<file path="src/rtl/alu_result_fifo.sv">
// Capture stage for ALU results: show-ahead FIFO with valid/ready handshake,
// sticky carry/overflow flags, saturating accumulator and drop counter.
module alu_result_fifo #(
    parameter int DATA_W = 32,
    parameter int DEPTH  = 4,
    parameter int ACC_W  = 40
) (
    input  logic                       clk,
    input  logic                       rst,
    input  logic                       in_valid,
    output logic                       in_ready,
    input  logic [DATA_W-1:0]          in_data,
    input  logic                       in_carry,
    input  logic                       in_over,
    output logic                       out_valid,
    input  logic                       out_ready,
    output logic [DATA_W-1:0]          out_data,
    output logic                       out_carry,
    output logic                       out_over,
    output logic [$clog2(DEPTH):0]     count,
    output logic                       sticky_carry,
    output logic                       sticky_over,
    input  logic                       clr_sticky,
    output logic [ACC_W-1:0]           acc,
    output logic                       acc_sat,
    input  logic                       acc_clr,
    output logic [7:0]                 drop_cnt
);

    localparam int PW = $clog2(DEPTH);
    localparam int CW = PW + 1;
    localparam int EW = DATA_W + 2;

    logic [EW-1:0]    mem [DEPTH];
    logic [PW-1:0]    wr_ptr_reg;
    logic [PW-1:0]    rd_ptr_reg;
    logic [CW-1:0]    count_reg;
    logic             sticky_carry_reg;
    logic             sticky_over_reg;
    logic [ACC_W-1:0] acc_reg;
    logic             acc_sat_reg;
    logic [7:0]       drop_cnt_reg;

    logic             full;
    logic             push;
    logic             pop;
    logic [ACC_W:0]   sum;
    logic [EW-1:0]    head;

    assign full      = (count_reg == CW'(DEPTH));
    assign in_ready  = !rst && !full;
    assign out_valid = (count_reg != '0);
    assign push      = in_valid && in_ready;
    assign pop       = out_valid && out_ready;
    // One extra bit catches the carry-out that triggers saturation.
    assign sum       = {1'b0, acc_reg} + (ACC_W + 1)'(in_data);

    always_ff @(posedge clk) begin
        if (push) begin
            mem[wr_ptr_reg] <= {in_over, in_carry, in_data};
        end
    end

    assign head      = mem[rd_ptr_reg];
    assign out_data  = head[DATA_W-1:0];
    assign out_carry = head[DATA_W];
    assign out_over  = head[DATA_W+1];

    always_ff @(posedge clk) begin
        if (rst) begin
            wr_ptr_reg <= '0;
            rd_ptr_reg <= '0;
            count_reg  <= '0;
        end else begin
            if (push) begin
                wr_ptr_reg <= wr_ptr_reg + PW'(1);
            end
            if (pop) begin
                rd_ptr_reg <= rd_ptr_reg + PW'(1);
            end
            case ({push, pop})
                2'b10:   count_reg <= count_reg + CW'(1);
                2'b01:   count_reg <= count_reg - CW'(1);
                default: count_reg <= count_reg;
            endcase
        end
    end

    // A push with a flag set wins over a simultaneous clear.
    always_ff @(posedge clk) begin
        if (rst) begin
            sticky_carry_reg <= 1'b0;
            sticky_over_reg  <= 1'b0;
        end else if (clr_sticky) begin
            sticky_carry_reg <= push && in_carry;
            sticky_over_reg  <= push && in_over;
        end else begin
            sticky_carry_reg <= sticky_carry_reg || (push && in_carry);
            sticky_over_reg  <= sticky_over_reg || (push && in_over);
        end
    end

    always_ff @(posedge clk) begin
        if (rst) begin
            acc_reg     <= '0;
            acc_sat_reg <= 1'b0;
        end else if (acc_clr) begin
            acc_reg     <= '0;
            acc_sat_reg <= 1'b0;
        end else if (push && !acc_sat_reg) begin
            if (sum[ACC_W]) begin
                acc_reg     <= '1;
                acc_sat_reg <= 1'b1;
            end else begin
                acc_reg <= sum[ACC_W-1:0];
            end
        end
    end

    always_ff @(posedge clk) begin
        if (rst) begin
            drop_cnt_reg <= '0;
        end else if (in_valid && !in_ready && (drop_cnt_reg != 8'hFF)) begin
            drop_cnt_reg <= drop_cnt_reg + 8'd1;
        end
    end

    assign count        = count_reg;
    assign sticky_carry = sticky_carry_reg;
    assign sticky_over  = sticky_over_reg;
    assign acc          = acc_reg;
    assign acc_sat      = acc_sat_reg;
    assign drop_cnt     = drop_cnt_reg;

endmodule
</file>
<file path="config.mk">
export PLATFORM = sky130hd
export DESIGN_NAME = alu_result_fifo
export DESIGN_NICKNAME = d
export VERILOG_FILES = /design/src/rtl/alu_result_fifo.sv
export SDC_FILE = /design/constraint.sdc
export NUM_CORES = 1
export LEC_CHECK = 0
export CAP_MARGIN = 20
export CORE_ASPECT_RATIO = 2
export CORE_MARGIN = 2
export CORE_UTILIZATION = 40
export CTS_CLUSTER_DIAMETER = 40
export DETAILED_ROUTE_END_ITERATION = 10
export HOLD_SLACK_MARGIN = 0.05
export SYNTH_ARGS = -nofsm -noshare
export SYNTH_HDL_FRONTEND = slang
export SYNTH_SLANG_ARGS = --single-unit
export TNS_END_PERCENT = 50
</file>
<file path="constraint.sdc">
create_clock -name clk -period 6.2 [get_ports clk]
set_input_delay 0.93 -clock clk [delete_from_list [all_inputs] [get_ports clk]]
set_output_delay 0.93 -clock clk [all_outputs]
set_load 0.005 [all_outputs]
</file>
==> impl_metrics.tcl <==
set metrics [dict create \
    final_area_mm2 0.0111 \
    synthArstFlopShare_pct 0 \
    io_buffers 129 \
    r2r_cells 12 \
    rows 77 \
    synth_top_area_share_pct 46.0 \
    gp_congestion 0.846 \
    die_x_um 109 \
    diodes 0 \
    postCtsHoldBufs 0 \
    fin_hold_ws_ns 0.550 \
    slowest_delay_ns 0.70 \
    setup_violations 0 \
    post_cts_buffers 0 \
    insertion_delay_ns 0.44 \
    area_delta_synth_final_pct 24.4 \
    min_to "drop_cnt[5]" \
    netlist_area_mm2 0.00888 \
    cts_tree "built" \
    crit_start "in_data[0]" \
    dr_total_vias 5889 \
    maxCapViolations 0 \
    first_global_vias 6334 \
    period_needed_ns 4.57 \
    yosysMostFrequentCell "edfxtp_1" \
    busiest_layer "met2" \
    dieArea_mm2 0.0235 \
    hp-start "drop_cnt[5]" \
    crit_arrival_ns 4.85 \
    cts-root-buf "clkbuf_16" \
    tns_ns 0 \
    antenna_found_initial 0 \
    use_met2_pct 36.6 \
    largest_reg_flops 136 \
    drive_gt1_share_pct 11.6 \
    firstDrtPassIters 5 \
    grt-ovfl-total 0 \
    tightest_slew_ns 0.887 \
    synth.area.top_cells "edfxtp_1 46%, dfxtp_1 14%, mux4_2 8.6%" \
    slew_headroom_pct 40.6 \
    swShare_pct 25.7 \
    hold_depth 2 \
    finClkSkew_ns 0.00985 \
    peakVddDrop_mv 0.240 \
    cp_cell_sequence "clkdlybuf4s50_1, ha_1, fa_1, a211oi_1, o21ai_2, a31oi_2, o211ai_1, a21oi_2, a21oi_2, a221oi_2, nor2_1, nor2_1, a21oi_1" \
    status "complete, no violations" \
    postCtsResizedCells 0 \
    crit_type "in -> reg" \
    hold_path_class "reg -> reg" \
    crit_required_ns 6.48 \
    drt_iter0_drc 285 \
    met3_usage_pct 3.94 \
    routed_wl_um 21400 \
    synth_fp_nets 739 \
    clockPowerShare_pct 32.7 \
    layout_setup_ws_ns 1.63 \
    synth-edff-count 136 \
    fin_crit_sh_pct 73.8 \
    synth_area_per_cell_um2 13.5 \
    drc 0 \
    crit_path_top_delay_cell "nor2_1" \
    grt_max_degree 35 \
    dp.final_hpwl_um 14800 \
    via_per_inst 5.49 \
    io_pins 130 \
    yosysTopAreaCell "edfxtp_1" \
    r2r-start "acc[0]" \
    coreArea_mm2 0.0220 \
    synthesis.instances 659 \
    final_cell_count_no_fill 1072 \
    synth-main-ff-cell "edfxtp_1" \
    globalRouteTotalUtil_pct 19.1 \
    maxSlewViolCount 0 \
    ant_nets 0 \
    r2r_slack_ns 2.25 \
    cp_max_fo 11 \
    cts_buffers 17 \
    yosysSeqAreaShare_pct 59.5 \
    yosysWarnings 0 \
    die_h_um 215 \
    nets 863 \
    total_leakage_power_nw 3.88 \
    power_density_mw_per_mm2 307 \
    clock_tree.buffer_depth 2 \
    dpl.cell_count 1040 \
    ys_top_cells_by_count "136 x edfxtp_1, 60 x dfxtp_1, 48 x a21oi_1" \
    start_util_pct 40.4 \
    htree_levels 4 \
    internal-power_w 0.00252 \
    worstSetupEndpointType "flop" \
    rsz0062_at_grt "no" \
    r2r-end "acc[27]" \
    postPlaceCellArea_mm2 0.0104 \
    cts.sinks 196 \
    p_comb_share_pct 23.2 \
    clkTransAtPathRegs_ns 0.07 \
    grt_pass1_wl_um 33300 \
    wl_per_cell_um 20.0 \
    p_switching_w 0.000874 \
    synth-seq-cells 196 \
    hold_viol 0 \
    power_frac_seq_pct 44.2 \
    yosysUniqueCellTypes 59 \
    met1_usage_pct 19.1 \
    max_freq_mhz 219 \
    cp-start-kind "input port" \
    place_ws_ns 1.16 \
]
-- metal layers --
layer	vias to the layer above	wire, µm	part of all wire [%]
met5	-	0	0
li1	2796	-	-
met3	31	1010	4.7
met4	0	500	2.3
met2	164	12500	59
met1	2898	7340	34
-- per-stage QoR --
| stage | total power [W] | utilization, % |
|---|---|---|
| after floorplan | 0.00197 | - |
| after global placement | 0.00231 | 47.6 |
| after detailed placement | 0.00233 | 47.6 |
| after CTS | 0.00344 | 50.3 |
| after global routing | 0.00355 | 50.3 |
| final | 0.00340 | 50.3 |
-- worst max path at each step --
stage	endpoint	cells past startpoint
after floorplan	acc[21]	13
after global placement	acc[12]	13
after detailed placement	acc[27]	13
after CTS	acc[27]	13
after global routing	acc[12]	13
final	acc[27]	13
-- power by group through the flow --
stage	Sequential [W]	Clock [W]	Combinational [W]
3_3_place_gp	0.00152	0	0.000790
2_1_floorplan	0.00152	0	0.000443
3_5_place_dp	0.00153	0	0.000801
5_1_grt	0.00151	0.00119	0.000859
4_1_cts	0.00150	0.00113	0.000805
6_report	0.00150	0.00111	0.000787
-- cell usage in the layout, fill, tap and decap left out, types with 8 or more instances in the layout --
cell type and n:
inv_1 12, xor2_1 25, clkdlybuf4s50_1 129, nand3_1 12, a21o_1 13, buf_4 8
mux4_2 34, nor2_1 41, xnor2_1 17, nand2_1 26, a21oi_1 48, ha_1 38
clkbuf_16 19, o21ai_0 42, dfxtp_1 59, edfxtp_1 136, and3_1 8, a31oi_1 28
-- logic make-up after synthesis --
family | synth area share (%)
flip-flops | 59.5
multiplexers | 8.85
AO/OA/AOI/OAI | 13.0
XOR/XNOR | 4.14
adder cells (fa/ha/maj) | 5.81
AND/OR/NAND/NOR | 6.59
buffers and inverters | 2.06
-- final cells by class --
| class | instances | area [µm²] |
|---|---|---|
| clock inverters | 11 | 110 |
| inverters | 12 | 45.0 |
| flip-flops and latches | 196 | 5290 |
| repair buffers | 137 | 1350 |
| multi-input cells | 419 | 3420 |
| clock buffers | 21 | 493 |
| fillers | 1962 | 10900 |
| well taps | 276 | 345 |
-- critical path, delay by kind of cell --
family / cells / cell delay, ns
AOI/OAI and AO/OA: 8 / 1.90
and+or+nand+nor: 2 / 0.86
adders and majority gates: 2 / 0.69
buffers and inverters: 1 / 0.47
Note: power is estimated with default switching activity, not from simulation.
